$ cat config.mk
export PLATFORM = sky130hd
export DESIGN_NAME = jpeg_enc_du_pingpong
export DESIGN_NICKNAME = d
export VERILOG_FILES = /design/src/rtl/jpeg_enc_du_pingpong_pkg.sv /design/src/rtl/jpeg_enc_du_pingpong_sdp_ram.sv /design/src/rtl/jpeg_enc_du_pingpong.sv
export SDC_FILE = /design/constraint.sdc
export NUM_CORES = 2
export LEC_CHECK = 0
export ABC_AREA = 1
export BUFFER_PORTS_ARGS = -buffer_cell sky130_fd_sc_hd__buf_2
export CAP_MARGIN = 15
export CORE_MARGIN = 2
export CORE_UTILIZATION = 40
export DETAILED_ROUTE_END_ITERATION = 10
export PLACE_DENSITY_LB_ADDON = 0.08
export SETUP_SLACK_MARGIN = 0.2
export SLEW_MARGIN = 0
export SYNTH_ARGS = -nofsm -noshare
export SYNTH_HDL_FRONTEND = slang
export SYNTH_SLANG_ARGS = --single-unit
$ cat constraint.sdc
create_clock -name clk -period 2.5 [get_ports clk]
set_input_delay 0.125 -clock clk [delete_from_list [all_inputs] [get_ports clk]]
set_output_delay 0.125 -clock clk [all_outputs]
set_load 0.02 [all_outputs]
$ cat src/rtl/jpeg_enc_du_pingpong_pkg.sv
// Shared constants and types for the JPEG encoder data-unit store.
package jpeg_enc_pkg;

    localparam int unsigned JE_DU_SIZE = 64;

    typedef enum logic [1:0] {
        OCC_EMPTY = 2'd0,
        OCC_ONE   = 2'd1,
        OCC_FULL  = 2'd2
    } occ_t;

    localparam int unsigned ERR_OVF  = 0;
    localparam int unsigned ERR_UDF  = 1;
    localparam int unsigned ERR_ADDR = 2;

endpackage

$ cat src/rtl/jpeg_enc_du_pingpong_sdp_ram.sv
// Simple dual-port RAM: one write port, registered read port whose output
// register is asynchronously reset; the array itself is not reset.
module jpeg_enc_sdp_ram #(
    parameter int unsigned DATA_W = 8,
    parameter int unsigned DEPTH  = 384,
    localparam int unsigned AW    = $clog2(DEPTH)
) (
    input  logic              clk,
    input  logic              reset_n,
    input  logic              wr_en,
    input  logic [AW-1:0]     wr_addr,
    input  logic [DATA_W-1:0] wr_data,
    input  logic              rd_en,
    input  logic [AW-1:0]     rd_addr,
    output logic [DATA_W-1:0] rd_data
);

    logic [DATA_W-1:0] mem [DEPTH];

    always_ff @(posedge clk) begin
        if (wr_en) begin
            mem[wr_addr] <= wr_data;
        end
    end

    always_ff @(posedge clk or negedge reset_n) begin
        if (!reset_n) begin
            rd_data <= '0;
        end else if (rd_en) begin
            rd_data <= mem[rd_addr];
        end
    end

endmodule

$ cat src/rtl/jpeg_enc_du_pingpong.sv
// Double-buffered data-unit store between colour conversion and DCT.
// Define JE_DU_PINGPONG_OUTREG_EN to add an output register (2-cycle read latency).
module jpeg_enc_du_pingpong
    import jpeg_enc_pkg::*;
#(
    parameter int unsigned DATA_W   = 8,
    parameter int unsigned CHANNELS = 3,
    localparam int unsigned AW      = $clog2(CHANNELS * JE_DU_SIZE)
) (
    input  logic              clk,
    input  logic              reset_n,
    input  logic              wr_en,
    input  logic [AW-1:0]     wr_addr,
    input  logic [DATA_W-1:0] wr_data,
    input  logic              wr_commit,
    output logic              wr_ready,
    input  logic              rd_en,
    input  logic [AW-1:0]     rd_addr,
    output logic [DATA_W-1:0] rd_data,
    output logic              rd_data_valid,
    input  logic              rd_release,
    output logic              rd_avail,
    output logic [1:0]        occupancy,
    output logic [2:0]        err_flags,
    input  logic              err_clr
);

    localparam int unsigned    BANK_D   = CHANNELS * JE_DU_SIZE;
    localparam int unsigned    PAW      = AW + 1;
    localparam logic [PAW-1:0] BANK_D_P = PAW'(BANK_D);

    occ_t              occ_q, occ_d;
    logic              wr_ptr, rd_ptr;
    logic              rd_valid_q;
    logic [2:0]        err_q, err_ev;
    logic              wr_addr_ok, rd_addr_ok;
    logic              wr_do, rd_do, commit_ok, release_ok;
    logic [PAW-1:0]    ram_wr_addr, ram_rd_addr;
    logic [DATA_W-1:0] ram_rd_data;

    assign wr_ready  = (occ_q != OCC_FULL);
    assign rd_avail  = (occ_q != OCC_EMPTY);
    assign occupancy = occ_q;
    assign err_flags = err_q;

    assign wr_addr_ok = ({1'b0, wr_addr} < BANK_D_P);
    assign rd_addr_ok = ({1'b0, rd_addr} < BANK_D_P);
    assign wr_do      = wr_en && wr_ready && wr_addr_ok;
    assign rd_do      = rd_en && rd_avail && rd_addr_ok;
    assign commit_ok  = wr_commit && wr_ready;
    assign release_ok = rd_release && rd_avail;

    // Bank select is an offset rather than a concatenation so a non-power-of-two
    // bank depth still packs both banks into exactly 2*BANK_D words.
    assign ram_wr_addr = {1'b0, wr_addr} + (wr_ptr ? BANK_D_P : '0);
    assign ram_rd_addr = {1'b0, rd_addr} + (rd_ptr ? BANK_D_P : '0);

    always_comb begin
        err_ev           = '0;
        err_ev[ERR_OVF]  = (wr_en || wr_commit) && !wr_ready;
        err_ev[ERR_UDF]  = (rd_en || rd_release) && !rd_avail;
        err_ev[ERR_ADDR] = (wr_en && !wr_addr_ok) || (rd_en && !rd_addr_ok);
    end

    always_comb begin
        occ_d = occ_q;
        case ({commit_ok, release_ok})
            2'b10:   occ_d = (occ_q == OCC_EMPTY) ? OCC_ONE : OCC_FULL;
            2'b01:   occ_d = (occ_q == OCC_FULL) ? OCC_ONE : OCC_EMPTY;
            default: occ_d = occ_q;
        endcase
    end

    always_ff @(posedge clk or negedge reset_n) begin
        if (!reset_n) begin
            occ_q      <= OCC_EMPTY;
            wr_ptr     <= 1'b0;
            rd_ptr     <= 1'b0;
            err_q      <= '0;
            rd_valid_q <= 1'b0;
        end else begin
            occ_q      <= occ_d;
            if (commit_ok) begin
                wr_ptr <= ~wr_ptr;
            end
            if (release_ok) begin
                rd_ptr <= ~rd_ptr;
            end
            // A same-cycle error event survives the clear.
            err_q      <= (err_clr ? 3'b000 : err_q) | err_ev;
            rd_valid_q <= rd_do;
        end
    end

    jpeg_enc_sdp_ram #(
        .DATA_W (DATA_W),
        .DEPTH  (2 * BANK_D)
    ) u_ram (
        .clk     (clk),
        .reset_n (reset_n),
        .wr_en   (wr_do),
        .wr_addr (ram_wr_addr),
        .wr_data (wr_data),
        .rd_en   (rd_do),
        .rd_addr (ram_rd_addr),
        .rd_data (ram_rd_data)
    );

`ifdef JE_DU_PINGPONG_OUTREG_EN
    logic [DATA_W-1:0] rd_data_q;
    logic              rd_valid_q2;

    always_ff @(posedge clk or negedge reset_n) begin
        if (!reset_n) begin
            rd_data_q   <= '0;
            rd_valid_q2 <= 1'b0;
        end else begin
            rd_data_q   <= ram_rd_data;
            rd_valid_q2 <= rd_valid_q;
        end
    end

    assign rd_data       = rd_data_q;
    assign rd_data_valid = rd_valid_q2;
`else
    assign rd_data       = ram_rd_data;
    assign rd_data_valid = rd_valid_q;
`endif

endmodule

==> metrics.md <==
| Metric | Value |
|---|---|
| Reg2reg end | u_ram.mem[144][3]$_DFFE_PP_ |
| CTS H-tree lvls | 5 |
| Seq pwr share | 0.477 |
| Area share of the largest cell type after synthesis | 0.7354 |
| CTS Sinks | 3,088 |
| Largest net degree at the start of global routing | 83 |
| FF-to-FF path depth | 10 |
| Crit-path cells | ha_2 > fa_1 > inv_2 > nor3_4 > buf_8 > buf_12 > nand2_8 > clkbuf_16 > nor2_4 > buf_8 |
| Worst path max stage delay | 0.51 ns |
| Core utilization of the finished layout | 0.4865 |
| I/O pin total | 47 |
| Area delta synth->final | 20.96% |
| Post-route setup slack | -0.01277 ns |
| Yosys Warn Count | 0 |
| IO buf count | 46 |
| Sequential cell area fraction in the yosys report | 0.7386 |
| Syn avg cell area | 11.96 um2 |
| Synth Instances | 10.49k |
| Die span in y | 564.0 um |
| Final setup fails | 42 |
| Max VDD drop | 0.0006172 V |
| Layout cells sized above 1 | 0.1550 |
| DP Cell Count | 15.01k |
| Pre-CTS WS | -0.6085 ns |
| Remaining Overflow, GRT | 0 |
| Worst r2r src | wr_ptr$_DFFE_PN0P_ |
| Failing checks | setup timing |
| Hold Path Class | in -> reg |
| Total Wirelength | 398,800 um |
| Layout fillers | 27.88k |
| Routed Antenna Nets | 0 |
| Setup crit start kind | flip-flop |
| Final std cells w/o fill | 15.68k |
| Die extent in x | 564.0 um |
| Sw frac | 0.2444 |
| DRT iter0 DRCs | 8,819 |
| Critical path launch point | wr_ptr$_DFFE_PN0P_ |
| Ranking of synthesized cells by area | edfxtp_1 (74%), nand3_1 (12%), nand2_1 (9.4%) |
| Crit Path Max Fanout | 8 |
| Vias per inst | 5.407 |
| Top cells by count, synth | nand2_1 (3,133), edfxtp_1 (3,072), nand3_1 (3,055) |
| Cell with the most instances on the worst path | buf_8 |
| CP Buf/Inv Count | 5 |
| Netlist cell types | 25 |
| DRC | 0 |
| Final setup TNS | -0.2887 ns |
| Crit-path slowest cell | fa_1 |
| Setup slack, reg-to-reg | -0.01 ns |
| Psw | 29.32 mW |
| Max_slew headroom | 0.3886 |
| Worst Tran Pin Value | 0.9170 ns |
| Max Clk Rate | 398.0 MHz |
| TritonRoute pass-1 iters | 6 |
| GRT Util Overall | 0.2466 |
| Combinational power share | 0.096 |
| Delay-heaviest family, CP | buffers and inverters |
| Row Count | 205 |
| CTS tree | yes |
| FFs w/ async S/R, synth | 0.005181 |
| Initial antenna violation count | 21 |
| Initial Util | 0.4022 |
| Int Power | 90.66 mW |
| Yosys reg bits | 3,088 |
| Area post-placement | 0.1384 mm2 |
| Fin Clk Skew | 0.07260 ns |
| Placer Congestion | 0.8532 |
| Net count reported at finish | 11.29k |
| Via count | 84.79k |
| Most frequent cell after synthesis | nand2_1 |
| CP endpoint kind | flip-flop |
| Post-synth top area cell | edfxtp_1 |
| Tcrit/Tclk final | 1.005 |
| Final Cell Area | 0.1517 mm2 |
| First-pass GRT wire length | 576,500 um |
| Per-cell routed wire length | 25.43 um |
| Total CTS buffers | 343 |
| Max_cap viols | 0 |
| Number of synthesized flops with an enable pin | 3,072 |
| Clock transition at path regs | 0.06 ns |
| Final Slew Violations | 0 |
| RSZ-0062 raised after global routing | true |
| Worst setup path endpoint | u_ram.mem[144][3]$_DFFE_PP_ |
| Power per cell area | 790.7 mW/mm2 |
| CP required | 3.12 ns |
| Pleak | 54.21 nW |
| Crit path DAT | 3.14 ns |
| Status | finished, violations left |
| CTS root buffer | clkbuf_16 |
| Clock buffer depth | 4 |
| Core area | 0.3119 mm2 |
| Post-synth top flop | edfxtp_1 |
| Clk_lat worst skew | 0.94 ns |
| Cell Area, Synth | 0.1254 mm2 |
| Crit path kind | reg -> reg |
| Vias in the first global route | 82.36k |
| Die ar. | 0.3181 mm2 |
| Clock network fraction of total power | 0.426 |
| Crit path depth | 10 |
| Synthesized Nets | 10.52k |
| Final hold violations | 0 |
| Fin crit period | 2.513 ns |
| HPWL Detailed | 247,000 um |
## through the flow
| stage | total power [mW] | hold slack (ns) |
|---|---|---|
| after global placement | 68.96 | 0.1685 |
| after global routing | 123.4 | 0.04794 |
| after detailed placement | 68.98 | 0.1723 |
| final | 120.0 | 0.06338 |
| after CTS | 120.6 | 0.004361 |
| after floorplan | 62.85 | -0.1706 |
## power by group through the flow
stage	Combinational [mW]	Sequential [mW]	Clock [mW]
after global routing	12.2	57.3	54.0
final	11.5	57.3	51.2
after global placement	10.6	58.4	0
after detailed placement	10.6	58.4	0
after CTS	11.3	57.3	52.0
after floorplan	4.43	58.4	0
## metal layers
metal	part of all wire	GRT usage
met1	0.44	0.3530
met2	0.47	0.3942
met3	0.064	0.03050
met4	0.028	0.07347
met5	0.000058	0
## worst register-to-register path: cells and delay by family, from the launching register on
kind	cells	cell delay, ns
buf+inv	5	0.74
fa+ha+maj	2	0.69
simple gates	3	0.41
flops	1	0.38
## state kept, by name, summed over array words and instances, names as in the netlist
name           count
u_ram.mem       3072
u_ram.rd_data      8
err_flags          3
occupancy          2
rd_data_valid      1
rd_ptr             1
wr_ptr             1
## repair_timing
item	4_1_cts	5_1_grt
buffers inserted	6	0
pin swaps	20	36
gates cloned	2	6
hold buffers	25	0
hold endpoints to repair	1820	0
setup endpoints to repair	2087	2987
resized for setup	139	243
## cells by family (layout without fill, tap and decap cells)
logic type / count (synthesis) / in the layout / synth area share
AND/OR/NAND/NOR: 6606 / 6606 / 0.2283
other: 0 / 6 / 0
XOR/XNOR: 2 / 2 / 0.0001397
flip-flops: 3088 / 3088 / 0.7386
AO/OA/AOI/OAI: 21 / 21 / 0.0008379
adder cells (fa/ha/maj): 6 / 6 / 0.0007182
buffers and inverters: 764 / 1813 / 0.03139
## layout make-up
| type | count | area (um2) | share of cell area |
|---|---|---|---|
| Multi-Input combinational cell | 6635 | 29860 | 0.1968 |
| Tap cell | 4140 | 5180 | 0.03414 |
| Timing Repair Buffer | 1154 | 12520 | 0.08253 |
| Antenna cell | 6 | 15.01 | 0.00009896 |
| Sequential cell | 3088 | 92650 | 0.6106 |
| Inverter | 30 | 153.9 | 0.001014 |
| Clock buffer | 411 | 8976 | 0.05916 |
| Clock inverter | 218 | 2372 | 0.01564 |
## placed cells by master, fill, tap and decap left out, types with 9 or more instances in the layout
cell / count
clkinv_1: 82
clkinvlp_4: 9
nand3_1: 3046
nor2_4: 73
clkbuf_1: 61
nand2_4: 12
dfrtp_1: 16
buf_2: 33
nor2_2: 55
clkinv_2: 61
buf_8: 17
nor2_1: 281
a21oi_1: 18
buf_12: 248
buf_4: 690
buf_6: 133
bufinv_16: 42
clkbuf_16: 355
dlygate4sd3_1: 24
nand2_1: 3113
edfxtp_1: 3072
inv_1: 22
## worst min path at each step
stage,slack (ns),cells after the start,start,end
after floorplan,-0.17,0,reset_n,err_flags[0]$_DFF_PN0_
final,0.06,5,wr_addr[2],u_ram.mem[69][7]$_DFFE_PP_
after CTS,0.004,5,wr_addr[4],u_ram.mem[69][7]$_DFFE_PP_
after global placement,0.17,1,reset_n,err_flags[1]$_DFF_PN0_
after detailed placement,0.17,1,reset_n,err_flags[0]$_DFF_PN0_
after global routing,0.05,5,wr_addr[2],u_ram.mem[69][7]$_DFFE_PP_
Note: power is estimated with default switching activity, not from simulation.
